File: config.mk
export PLATFORM = sky130hd
export DESIGN_NAME = tx_jesd204b_ctrl
export DESIGN_NICKNAME = d
export VERILOG_FILES = /design/src/rtl/tx_jesd204b_pkg.sv /design/src/rtl/tx_jesd204b_ctrl_cfg_rom.sv /design/src/rtl/tx_jesd204b_ctrl.sv
export SDC_FILE = /design/constraint.sdc
export NUM_CORES = 1
export LEC_CHECK = 0
export ABC_CLOCK_PERIOD_IN_PS = 4200
export CAP_MARGIN = 20
export CORE_MARGIN = 1.5
export CORE_UTILIZATION = 30
export CTS_CLUSTER_DIAMETER = 200
export DETAILED_ROUTE_END_ITERATION = 6
export SLEW_MARGIN = 20
export SYNTH_ARGS = -nofsm -noshare
export SYNTH_HDL_FRONTEND = slang
export SYNTH_SLANG_ARGS = --single-unit
File: constraint.sdc
create_clock -name clk -period 4.2 [get_ports clk]
set_clock_uncertainty 0.05 [all_clocks]
set_input_delay 0.63 -clock clk [delete_from_list [all_inputs] [get_ports clk]]
set_output_delay 0.63 -clock clk [all_outputs]
set_load 0.01 [all_outputs]
File: src/rtl/tx_jesd204b_pkg.sv
`default_nettype none
// ============================================================================
//  Module   : tx_jesd204b_pkg
//  Brief    : Shared control characters, state encoding and ILAS constants
//             for the JESD204B transmit link-control stage.
//  Revision : 1.0 - initial release
// ============================================================================
package tx_jesd204b_pkg;

  // 8b/10b control characters used in CGS and ILAS
  localparam logic [7:0] K_R = 8'h1C;  // K28.0 /R/ multiframe start
  localparam logic [7:0] K_A = 8'h7C;  // K28.3 /A/ multiframe end
  localparam logic [7:0] K_Q = 8'h9C;  // K28.4 /Q/ config data follows
  localparam logic [7:0] K_K = 8'hBC;  // K28.5 /K/ code-group sync

  // ILAS is four multiframes long and carries fourteen config octets
  localparam int ILAS_MF = 4;
  localparam int CFG_LEN = 14;

  typedef enum logic [1:0] {
    CGS  = 2'd0,
    ILAS = 2'd1,
    DATA = 2'd2
  } state_t;

endpackage
`default_nettype wire

File: src/rtl/tx_jesd204b_ctrl_cfg_rom.sv
`default_nettype none
// ============================================================================
//  Module   : tx_ilas_cfg_rom
//  Brief    : Constant ILAS link-configuration table (octets 0..13). The
//             checksum octet is folded in at elaboration time.
//  Revision : 1.0 - initial release
// ============================================================================
module tx_ilas_cfg_rom
  import tx_jesd204b_pkg::*;
#(
  parameter logic [7:0] DID = 8'h00,
  parameter logic [3:0] BID = 4'h0,
  parameter logic [4:0] LID = 5'h00,
  parameter int         K   = 32
) (
  input  logic [3:0] idx,
  output logic [7:0] cfg
);

  // Link parameters without the checksum; single lane, F=1, M=1, N=N'=8,
  // subclass 1, JESD204B, S=1, scrambling off.
  function automatic logic [7:0] base_octet(input int i);
    case (i)
      0:       return DID;
      1:       return {4'h0, BID};
      2:       return {3'b000, LID};
      5:       return 8'(K - 1);
      7:       return 8'h07;
      8:       return 8'h27;
      9:       return 8'h20;
      default: return 8'h00;
    endcase
  endfunction

  // Checksum: modulo-256 sum of every octet that precedes it
  function automatic logic [7:0] calc_fchk(input int n);
    logic [7:0] sum;
    sum = 8'h00;
    for (int i = 0; i < n; i++) begin
      sum = sum + base_octet(i);
    end
    return sum;
  endfunction

  localparam logic [7:0] FCHK = calc_fchk(CFG_LEN - 1);

  // Table lookup; out-of-range indices read as zero
  always_comb begin
    cfg = 8'h00;
    if (int'(idx) == CFG_LEN - 1) begin
      cfg = FCHK;
    end else if (int'(idx) < CFG_LEN - 1) begin
      cfg = base_octet(int'(idx));
    end
  end

endmodule
`default_nettype wire

File: src/rtl/tx_jesd204b_ctrl.sv
`default_nettype none
// ============================================================================
//  Module   : tx_jesd204b_ctrl
//  Brief    : JESD204B transmit link control. Sequences CGS -> ILAS -> DATA
//             towards the 8b/10b link layer, keeps the LMFC, and watches
//             SYNC~ for resynchronisation requests and error reports.
//  Revision : 1.0 - initial release
// ============================================================================
module tx_jesd204b_ctrl
  import tx_jesd204b_pkg::*;
#(
  parameter int         K        = 32,
  parameter logic [7:0] DID      = 8'h00,
  parameter logic [3:0] BID      = 4'h0,
  parameter logic [4:0] LID      = 5'h00,
  parameter int         RESYNC_N = 4
) (
  input  logic       clk,
  input  logic       rst,
  input  logic       sync_n,
  input  logic [7:0] s_data,
  input  logic       s_vld,
  output logic       s_ready,
  output logic [7:0] o_data,
  output logic       o_k,
  output logic       o_vld,
  output logic [1:0] o_state,
  output logic       o_lmfc,
  output logic       o_sync_err
);

  localparam int CW = $clog2(K);
  localparam int RW = $clog2(RESYNC_N + 1);

  logic          sync_meta;
  logic          sync_s;
  logic [CW-1:0] lmfc_cnt;
  logic [CW-1:0] cnt_nxt;
  logic          cnt_last;
  logic [RW-1:0] run_cnt;
  logic          resync;
  state_t        state;
  state_t        state_nxt;
  logic [1:0]    mf_idx;
  logic [1:0]    mf_nxt;
  logic [3:0]    cfg_idx;
  logic [7:0]    cfg_octet;
  logic [7:0]    ilas_data;
  logic          ilas_k;

  tx_ilas_cfg_rom #(
    .DID (DID),
    .BID (BID),
    .LID (LID),
    .K   (K)
  ) u_cfg_rom (
    .idx (cfg_idx),
    .cfg (cfg_octet)
  );

  assign o_state = state;

  // Two-flop synchroniser; resets low so the link starts out in sync request
  always_ff @(posedge clk or posedge rst) begin
    if (rst) begin
      sync_meta <= 1'b0;
      sync_s    <= 1'b0;
    end else begin
      sync_meta <= sync_n;
      sync_s    <= sync_meta;
    end
  end

  // Free-running LMFC octet counter, 0..K-1
  always_ff @(posedge clk or posedge rst) begin
    if (rst) begin
      lmfc_cnt <= '0;
    end else begin
      lmfc_cnt <= cnt_nxt;
    end
  end

  // Length of the current sync_s-low run while the link is past CGS
  always_ff @(posedge clk or posedge rst) begin
    if (rst) begin
      run_cnt <= '0;
    end else if (state == CGS || sync_s || resync) begin
      run_cnt <= '0;
    end else begin
      run_cnt <= run_cnt + RW'(1);
    end
  end

  // Next-state, LMFC advance and resync decision
  always_comb begin
    cnt_last  = (lmfc_cnt == CW'(K - 1));
    cnt_nxt   = cnt_last ? '0 : lmfc_cnt + CW'(1);
    // The current low cycle is the RESYNC_N-th one of the run
    resync    = (state != CGS) && !sync_s && (run_cnt == RW'(RESYNC_N - 1));
    state_nxt = state;
    mf_nxt    = mf_idx;
    case (state)
      CGS: begin
        // Leave on the last octet of a multiframe so ILAS starts on LMFC
        if (sync_s && cnt_last) begin
          state_nxt = ILAS;
          mf_nxt    = 2'd0;
        end
      end
      ILAS: begin
        // Resync has priority over the hand-off to DATA
        if (resync) begin
          state_nxt = CGS;
        end else if (cnt_last) begin
          if (mf_idx == 2'(ILAS_MF - 1)) begin
            state_nxt = DATA;
          end else begin
            mf_nxt = mf_idx + 2'd1;
          end
        end
      end
      DATA: begin
        if (resync) begin
          state_nxt = CGS;
        end
      end
      default: state_nxt = CGS;
    endcase
  end

  // ILAS octet for the position being loaded into the output registers
  always_comb begin
    cfg_idx   = 4'(cnt_nxt - CW'(2));
    ilas_data = 8'(cnt_nxt);
    ilas_k    = 1'b0;
    if (cnt_nxt == '0) begin
      ilas_data = K_R;
      ilas_k    = 1'b1;
    end else if (cnt_nxt == CW'(K - 1)) begin
      ilas_data = K_A;
      ilas_k    = 1'b1;
    end else if (mf_nxt == 2'd1 && cnt_nxt == CW'(1)) begin
      ilas_data = K_Q;
      ilas_k    = 1'b1;
    end else if (mf_nxt == 2'd1 && cnt_nxt >= CW'(2) && cnt_nxt <= CW'(CFG_LEN + 1)) begin
      ilas_data = cfg_octet;
    end
  end

  // State register and registered link-layer outputs, aligned with lmfc_cnt
  always_ff @(posedge clk or posedge rst) begin
    if (rst) begin
      state      <= CGS;
      mf_idx     <= 2'd0;
      o_data     <= 8'h00;
      o_k        <= 1'b0;
      o_vld      <= 1'b0;
      s_ready    <= 1'b0;
      o_lmfc     <= 1'b0;
      o_sync_err <= 1'b0;
    end else begin
      state      <= state_nxt;
      mf_idx     <= mf_nxt;
      o_lmfc     <= (cnt_nxt == '0);
      // A short run only counts as an error when it ends inside DATA
      o_sync_err <= (state == DATA) && sync_s && (run_cnt != '0);
      case (state_nxt)
        ILAS: begin
          o_data  <= ilas_data;
          o_k     <= ilas_k;
          o_vld   <= 1'b1;
          s_ready <= 1'b0;
        end
        DATA: begin
          s_ready <= 1'b1;
          o_k     <= 1'b0;
          if (s_vld && s_ready) begin
            o_data <= s_data;
            o_vld  <= 1'b1;
          end else begin
            o_vld  <= 1'b0;
          end
        end
        default: begin
          o_data  <= K_K;
          o_k     <= 1'b1;
          o_vld   <= 1'b1;
          s_ready <= 1'b0;
        end
      endcase
    end
  end

endmodule
`default_nettype wire

; Yosys cells after proc, flatten, opt, wreduce, memory -nomap -nowiden
; Index checks and enable logic that the tools add are counted.
[word_totals]
reg_bits = 27
inputBits = 12
output_inout_bits = 15
word_cells = 80
[classes]
n_addsub = 4
order_cmp = 3
n_eq_ne = 16
muxes = 29
reduce_logical = 16
[op_table]
columns = cell, count
row1 = $mux 8, 7
row2 = $pmux 6 s4, 1
row3 = $mux 2, 9
row4 = $pmux 8 s2, 1
row5 = $eq 4x3->1 const B, 3
row6 = $eq 5x5->1 const B, 2
row7 = $logic_and 1x1->1, 9
row8 = $eq 4x4->1 const B, 2
row9 = $eq 2x1->1 const B, 3
row10 = $eq 2x2->1 const B, 3
row11 = $mux 1, 6
row12 = $pmux 2 s3, 1
row13 = $add 5x1->5 const B, 1
row14 = $eq 5x1->1 const B, 1
row15 = $ge 5x2->1 const B, 1
row16 = $le 5x4->1 const B, 1
row17 = $logic_not 5->1, 1
row18 = $mux 5, 1
row19 = $lt 4x4->1 const B, 1
row20 = $pmux 2 s2, 1
row21 = $sub 4x2->4 const B, 1
row22 = $add 3x1->3 const B, 1
row23 = $eq 3x2->1 const B, 1
row24 = $mux 3, 1
row25 = other kinds (8), 9

; Logic depth before layout (Yosys ltp)
; Gate-level depths: netlist of the first run.
[depth]
ltp_word = 13
depth_mapped = 14
depth_no_buf = 13

; Cells and area by module
; From an unflattened synthesis of the first run, not the netlist that was laid out.
[unflattened]
hier_cells = 185
area_unflattened_um2 = 1672.9
[by_module_without_submodules]
columns = module, n_inst, cells_each, area_per_inst_um2, seq_area_each_um2
row1 = tx_jesd204b_ctrl, 1, 171, 1594.0, 675.6
row2 = tx_ilas_cfg_rom, 1, 14, 78.8, 0.0

; Worst setup path after synthesis of the first run
; OpenSTA, ideal clock, no wires.
[synth_path]
kind = reg2reg
from = reg lmfc_cnt[0]
to = reg o_data[0]
setup_time_ns = 0.101
arrival_time_ns = 2.902
t_required_ns = 4.049
slack_ns = 1.148
stages_incl_launch_ff = 11
n_path_buf = 1
period_less_slack_ns = 3.052
cell_sequence = dfrtp_1 > ha_1 > and3_1 > ha_1 > nand4_1 > or4b_2 > ha_1 > clkbuf_1 > a21oi_1 > nand4_1 > o32ai_1
[synth_via]
elab_chain_cells = 12
elab_cells_between_ends = 39
classes_between = 2 x add/sub / 3 x order compare / 12 x eq/ne / 17 x mux / 5 x reduce/logical
[synth_lines]
columns = element, line
row1 = "start, declared", tx_jesd204b_ctrl.sv:37  ; logic [CW-1:0] lmfc_cnt;
row2 = "start signal, assigned", tx_jesd204b_ctrl.sv:79  ; lmfc_cnt <= cnt_nxt;
row3 = $add 5x1->5 / $eq 5x5->1 (equally long branches), "tx_jesd204b_ctrl.sv:97, tx_jesd204b_ctrl.sv:96"
row4 = $mux 5 (tied with other cells), tx_jesd204b_ctrl.sv:97  ; cnt_nxt = cnt_last ? '0 : lmfc_cnt + CW'(1);
row5 = $sub 4x2->4 (tied with other cells), tx_jesd204b_ctrl.sv:133  ; cfg_idx = 4'(cnt_nxt - CW'(2));
row6 = $eq 4x4->1 (tied with other cells), tx_jesd204b_ctrl_cfg_rom.sv:23  ; case (i)
row7 = $pmux 6 s4 / $eq 2x1->1 (equally long branches), "tx_jesd204b_ctrl_cfg_rom.sv:23, tx_jesd204b_ctrl.sv:142, tx_jesd204b_ctrl.sv:145"
row8 = $mux 8 / $logic_and 1x1->1 (equally long branches), "tx_jesd204b_ctrl_cfg_rom.sv:52, tx_jesd204b_ctrl.sv:145"
row9 = $mux 8 / $logic_and 1x1->1 (equally long branches), "tx_jesd204b_ctrl_cfg_rom.sv:50, tx_jesd204b_ctrl.sv:145"
row10 = $mux 8, tx_jesd204b_ctrl.sv:145  ; end else if (mf_nxt == 2'd1 && cnt_nxt >= CW'(2) && cnt_nxt <= CW'(CFG_LEN + 1)) begin
row11 = $mux 8, tx_jesd204b_ctrl.sv:142  ; end else if (mf_nxt == 2'd1 && cnt_nxt == CW'(1)) begin
row12 = $mux 8, tx_jesd204b_ctrl.sv:139  ; end else if (cnt_nxt == CW'(K - 1)) begin
row13 = $mux 8, tx_jesd204b_ctrl.sv:136  ; if (cnt_nxt == '0) begin
row14 = $pmux 8 s2, tx_jesd204b_ctrl.sv:167  ; case (state_nxt)
row15 = "end signal, assigned", tx_jesd204b_ctrl.sv:169  ; o_data <= ilas_data;
row16 = "end signal, assigned", tx_jesd204b_ctrl.sv:178  ; o_data <= s_data;
row17 = "end, declared", tx_jesd204b_ctrl.sv:24  ; output logic [7:0] o_data,
; Several ways; a longest one is shown, not always the timed one.
; A chain may end at the register's enable or synchronous reset.

; Worst setup path after layout of the first run
; Same ends and word-level chain as after synthesis.

==> reports/results.md, run 1 <==
- **status** finished clean
- **period utilization** 78.6%
- **worst-case hold path end point** sync_s
- **post-synthesis instance area** 1550 um^2
- **post-layout power** 483 uW
- **combinational family with the most area after synthesis** simple AND/OR/NAND/NOR gates
- **Data arrival, critical path** 3430 ps
- **Max Freq** 303 MHz
- **DR vias/cell** 4.89
- **maxcap violations** 0
- **required time worst endpoint** 4330 ps
- **routed length per placed instance** 13.1 um
- **first-pass GRT wire length** 5.60 mm
- **setup repair after global routing missed its margin** no
- **number of cells upsized or downsized after cts** 0
- **fraction of final layout cells sized beyond drive strength 1** 5.21%
- **GRT Max-Usage Layer** met2
- **initial detailed-routing violation count** 104
- **CTS tree** built
- **number of clock sinks seen by CTS** 27
- **Worst Hold Launch** sync_meta
- **fin nets** 218
- **vias post-DR** 1267
- **Crit Path Category** reg2reg
- **routability congestion estimate** 0.853
- **number of nets with antenna violations after detailed routing** 0
- **Worst Hold Class** reg2reg
- **postcts setup bufs** 0
- **sequential-to-total area share from yosys stat** 43.7%
- **Combinational Power Share** 12.4%
- **Register-to-Register Path Depth** 9
- **chip width** 74.8 um
- **net count after synthesis** 188
- **number of DRC violations after detailed routing** 0
- **family with the most delay on the worst path** simple AND/OR/NAND/NOR gates
- **synthesized area divided by synthesized cell count** 9.48 um^2
- **leading cell type in the layout, fill and taps excluded** dfrtp_1
- **final setup violating endpoints** 0
- **element type at the critical path end** register
- **met1 GRT Util** 18.6%
- **switch share** 23.5%
- **total wire length** 3.40 mm
- **pin count of the biggest net entering global routing** 28
- **GRT Util Overall** 13.0%
- **slack of the worst reg-to-reg path** 900 ps
- **number of pins exceeding their max-slew limit in the final report** 0
- **post-synth cell types** 34
- **starting density of the core** 31.9%
- **Top Ports** 27
- **count of H-tree levels built during CTS** 1
- **post-synthesis register bit count** 27
- **total leakage power** 0.000846 uW
- **Die Y** 74.8 um
- **cell type of the slowest stage on the worst timing path** or4b_2
- **Hold Path Depth** 0
- **Multi-input gate area** 806 um^2
- **number of antenna violations at the first check in global routing** 0
- **Post-Synth Adder-Cell Area** 10.5%
- **standard-cell rows** 25
- **number of enable-type register cells in the synthesized netlist** 0
- **n_diodes** 0
- **Setup crit start kind** register
- **cts-stage hold buffer count** 0
- **Hold Violations, Final** 0
- **Critical path buffers and inverters** 0
- **Synth Area in Simple Gates** 20.6%
- **Root Buffer Master** clkbuf_8
- **P&R area growth vs syn** 24.9%
- **vias in the first global route** 1186
- **synthesized-area fraction occupied by ao, oa, aoi and oai cells** 15.3%
- **xor/xnor share of the synthesized area** 1.13%
- **worst-path cell chain** ha_1 -> and3_1 -> ha_1 -> nand4_1 -> or4b_2 -> ha_1 -> a21oi_1 -> nand4_1 -> o32ai_1
- **remaining global-route overflow** 0
- **terminus of the critical flop-to-flop path** o_data[0]
- **cell repeated most along the worst path** ha_1
- **clock latency at the later pin of the worst-skew pair** 270 ps
- **worst hold slack** 304 ps
- **First-pass DRT Iterations** 4
- **overall die area** 5590 um^2
- **maximum root-to-sink buffer count** 2
- **Async SR Flop Fraction** 100%
- **clock power share** 30.4%
- **R2R Path Start** lmfc_cnt[0]
- **Ys Warns** 0
- **Post-Synthesis Cells** 163
- **global-route track usage on met2** 20.2%
- **filler instances** 503
- **most frequent cells in the layout** 27 x dfrtp_1, 26 x clkdlybuf4s50_1, 18 x nor2_1
- **Storage cell area** 676 um^2
- **register clock-pin slew on the reported worst setup and hold paths** 90 ps
- **number of input and output port buffers inserted** 26
- **CP Max Fanout** 11
- **TritonCTS buffer count** 3
- **final sum of negative setup slack** 0 ps
- **Std-Cell Core Area** 4850 um^2
- **HPWL after detailed placement** 2.56 mm
- **maximum ir drop on the vdd rail** 138 uV
- **Post-synth top flop** dfrtp_1
- **sequential group share of total power** 57.3%
- **Worst Max-Slew Pin Slew** 556 ps
- **Power Internal** 369 uW
- **Power per Cell Area** 250 nW/um^2
- **share of synthesized area spent on multiplexers** 4.53%
- **Final min period** 3300 ps
- **Slew HR** 62.4%
- **peak per-stage delay on the critical path** 610 ps
- **net switching power** 114 uW
- **met3 Resource Use GR** 2.68%
-- registers in the layout, indices dropped and copies added, names as in the netlist --
| signal | flops |
|---|---|
| mf_idx | 2 |
| s_ready | 1 |
| o_vld | 1 |
| run_cnt | 3 |
| lmfc_cnt | 5 |
| o_sync_err | 1 |
| o_state | 2 |
| sync_meta | 1 |
| o_k | 1 |
| sync_s | 1 |
| o_lmfc | 1 |
| o_data | 8 |
-- worst reg2reg max path: stages (launching register included) --
cell and delay, ps:
dfrtp_1 450, ha_1 250, and3_1 190, ha_1 270
nand4_1 120, or4b_2 610, ha_1 370, a21oi_1 430
nand4_1 180, o32ai_1 290
-- cell type report --
| type | instances | area share, % |
|---|---|---|
| repair buffers | 26 | 13.5 |
| clock buffers | 4 | 2.33 |
| multi-input cells | 119 | 41.7 |
| inverters | 16 | 3.11 |
| well taps | 67 | 4.34 |
| flip-flops and latches | 27 | 35.0 |
-- per-layer routing --
layer	part of all wire (%)	vias up
met2	45	25
met4	0.62	0
met5	0	-
met1	50	608
met3	4.1	2
li1	-	632
-- metrics by stage --
step                      worst slack, ps  std cells  utilization, %  area [um^2]
final                                 898        259            39.8         1930
after global routing                  646        259            39.8         1930
after CTS                             873        259            39.8         1930
after detailed placement              913        255            38.9         1890
after global placement                981        255            38.9         1890
after floorplan                      1150        163               -         1550
-- power by group through the flow --
stage               logic, uW  registers (uW)  clock network (uW)
floorplan                25.1             284                   0
global placement         60.9             282                   0
detailed placement       60.0             282                   0
CTS                      60.8             277                 156
global route             66.4             278                 163
finish                   59.8             277                 147
-- Yosys cell counts (2+ instances only) --
cell type / number / area, um^2
nor3b_1: 2 / 15.0
o21ai_0: 10 / 50.1
inv_1: 16 / 60.1
nor3_1: 2 / 10.0
nand3_1: 5 / 25.0
o22ai_1: 2 / 12.5
a31oi_1: 7 / 43.8
nor2_1: 18 / 67.6
nand2b_1: 3 / 18.8
ha_1: 13 / 163
a21oi_1: 9 / 45.0
xnor2_1: 2 / 17.5
and3_1: 2 / 12.5
o32ai_1: 2 / 17.5
dfrtp_1: 27 / 676
mux2_4: 2 / 30.0
o211a_1: 2 / 20.0
nand2_1: 13 / 48.8
nand4_1: 5 / 31.3
mux2i_1: 4 / 40.0
nor2b_1: 4 / 25.0
-- worst max path at each step --
stage,start,endpoint,depth (start not counted)
finish,lmfc_cnt[0],o_data[0],9
global route,lmfc_cnt[0],o_data[0],9
CTS,lmfc_cnt[0],o_data[0],9
detailed placement,lmfc_cnt[0],o_data[0],9
global placement,lmfc_cnt[0],o_data[0],9
floorplan,lmfc_cnt[0],o_data[0],10
-- kinds of logic (layout without fill, tap and decap cells) --
| logic type | Yosys count | count (layout) |
|---|---|---|
| xor gates and xnor gates | 2 | 2 |
| adders and majority gates | 13 | 13 |
| muxes | 6 | 6 |
| AOI/OAI and AO/OA | 38 | 38 |
| and+or+nand+nor | 60 | 60 |
| buffers and inverters | 17 | 46 |
| DFF | 27 | 27 |
(Power assumes the default switching activity.)
==> run 2: changes to the inputs <==
- ABC_CLOCK_PERIOD_IN_PS: 4200 -> 2800
- clock period: 4.2 -> 2.8 ns (I/O delays scaled with it)
==> run 2 against run 1 <==
  * Combinational power increased by 77%
  * Sequential power increased by 49%
  * Hold slack improved by 1.4 ps
  * Utilization increased by 4.1 points
  * Final cell count increased by 7.7%
  * Via count increased by 6.4%
  * Sequential share of layout area decreased by 3.3 points
  * Power increased by 54%
==> reports/results.md, run 2 (synthesized netlist as in run 1, its figures left out) <==
- **status** finished clean
- **P&R area growth vs syn** 37.9%
- **first-pass GRT wire length** 5.95 mm
- **HPWL after detailed placement** 2.76 mm
- **remaining global-route overflow** 0
- **clock latency at the later pin of the worst-skew pair** 270 ps
- **number of antenna violations at the first check in global routing** 0
- **worst slack at placement** -19.2 ps
- **Data arrival, critical path** 2840 ps
- **register clock-pin slew on the reported worst setup and hold paths** 90 ps
- **GRT Util Overall** 13.6%
- **required time worst endpoint** 2940 ps
- **starting density of the core** 31.9%
- **post-layout power** 744 uW
- **Root Buffer Master** clkbuf_8
- **initial detailed-routing violation count** 103
- **TritonCTS buffer count** 3
- **chip width** 74.8 um
- **count of H-tree levels built during CTS** 1
- **total leakage power** 0.000949 uW
- **number of input and output port buffers inserted** 26
- **Hold Violations, Final** 0
- **fraction of final layout cells sized beyond drive strength 1** 17.9%
- **largest registers** o_data x8, lmfc_cnt x5, run_cnt x3
- **routed length per placed instance** 12.8 um
- **standard-cell rows** 25
- **maximum ir drop on the vdd rail** 205 uV
- **Setup crit start kind** register
- **routability congestion estimate** 0.847
- **final setup violating endpoints** 0
- **maximum root-to-sink buffer count** 2
- **Slew HR** 73.8%
- **pin count of the biggest net entering global routing** 28
- **Worst Hold Class** reg2reg
- **Final Worst Setup Slack** 100 ps
- **Worst Max-Slew Pin Slew** 390 ps
- **total wire length** 3.56 mm
- **Top Ports** 27
- **Power per Cell Area** 349 nW/um^2
- **Std-Cell Core Area** 4850 um^2
- **filler instances** 485
- **most frequent cells in the layout** 27 x dfrtp_1, 26 x clkdlybuf4s50_1, 20 x buf_4
- **number of pins exceeding their max-slew limit in the final report** 0
- **DR vias/cell** 4.83
- **First-pass DRT Iterations** 4
- **final cell count without fillers** 279
- **element type at the critical path end** register
- **number of flip-flops in the largest register** 8
- **total instance count after detailed placement** 272
- **CP Max Fanout** 7
- **vias in the first global route** 1321
- **n_diodes** 0
- **register with the most flip-flops** o_data
- **fin nets** 238
- **period utilization** 96.4%
- **Final min period** 2700 ps
- **Crit Path Category** reg2reg
- **Die Y** 74.8 um
- **number of clock sinks seen by CTS** 27
- **number of DRC violations after detailed routing** 0
- **overall die area** 5590 um^2
- **Max Freq** 370 MHz
- **leading cell type in the layout, fill and taps excluded** dfrtp_1
- **worst hold slack** 305 ps
- **CTS tree** built
- **maxcap violations** 0
- **number of nets with antenna violations after detailed routing** 0
- **vias post-DR** 1348
==> run 2: cell count changes in the layout (fill, tap and decap cells not counted), sizes merged <==
cell / before / now
clkbuf: 4 / 3
clkinv: 0 / 1
buf: 0 / 20
==> run 2: area by class of cell <==
class | count | area [um^2] | area share, %
Multi-Input combinational cell | 119 | 855 | 40.1
Sequential cell | 27 | 676 | 31.7
Timing Repair Buffer | 46 | 410 | 19.3
Tap cell | 67 | 83.8 | 3.93
Inverter | 16 | 60.1 | 2.82
Clock buffer | 3 | 41.3 | 1.94
Clock inverter | 1 | 5.00 | 0.235
==> run 2: metal layers <==
layer  vias to the layer above  GRT usage, %  share of wire (%)
li1                        675             -                  -
met1                       642          19.4                 50
met2                        27          22.2                 45
met3                         4          1.74                3.8
met4                         0          3.03               0.79
met5                         -             0                  0
==> run 2: where the power goes <==
group          internal, uW  total [uW]  switching [uW]
sequential              404         414            10.6
combinational          60.5         106            46.0
clock                  99.7         224             124
total                   564         744             180
==> run 2: repair_timing <==
item	4_1_cts	5_1_grt
resized for setup	2	6
setup endpoints to repair	2	8
gates cloned	0	0
pin swaps	0	3
hold buffers	0	0
buffers inserted	0	3
==> run 2: metrics by stage <==
| stage | instance area [um^2] | util (%) | setup TNS (ps) |
|---|---|---|---|
| after detailed placement | 2030 | 41.9 | -19.2 |
| after global placement | 2030 | 41.9 | -17.1 |
| after global routing | 2130 | 43.9 | -17.4 |
| after floorplan | 1570 | - | 0 |
| after CTS | 2090 | 43.1 | 0 |
| final | 2130 | 43.9 | 0 |
==> run 2: final timing paths <==
check,startpoint,end,slack (ps),cells after the start
max,lmfc_cnt[0],o_data[5],100,13
min,sync_meta,sync_s,310,0
max reg2reg,lmfc_cnt[0],o_data[5],100,13
min reg2reg,sync_meta,sync_s,310,0
max in group asynchronous,rst,o_data[2],1990,3
min in group asynchronous,rst,o_data[5],450,3
==> run 2: critical path: stages (launching register included) <==
cell     delay [ps]
dfrtp_1         400
ha_2            190
and3_1          180
ha_2            200
nor2_2          130
inv_1            50
ha_2            190
inv_1            60
o22ai_1          80
mux2_4          300
nor3b_4         340
buf_4           180
nand3_1          80
a31oi_1         190
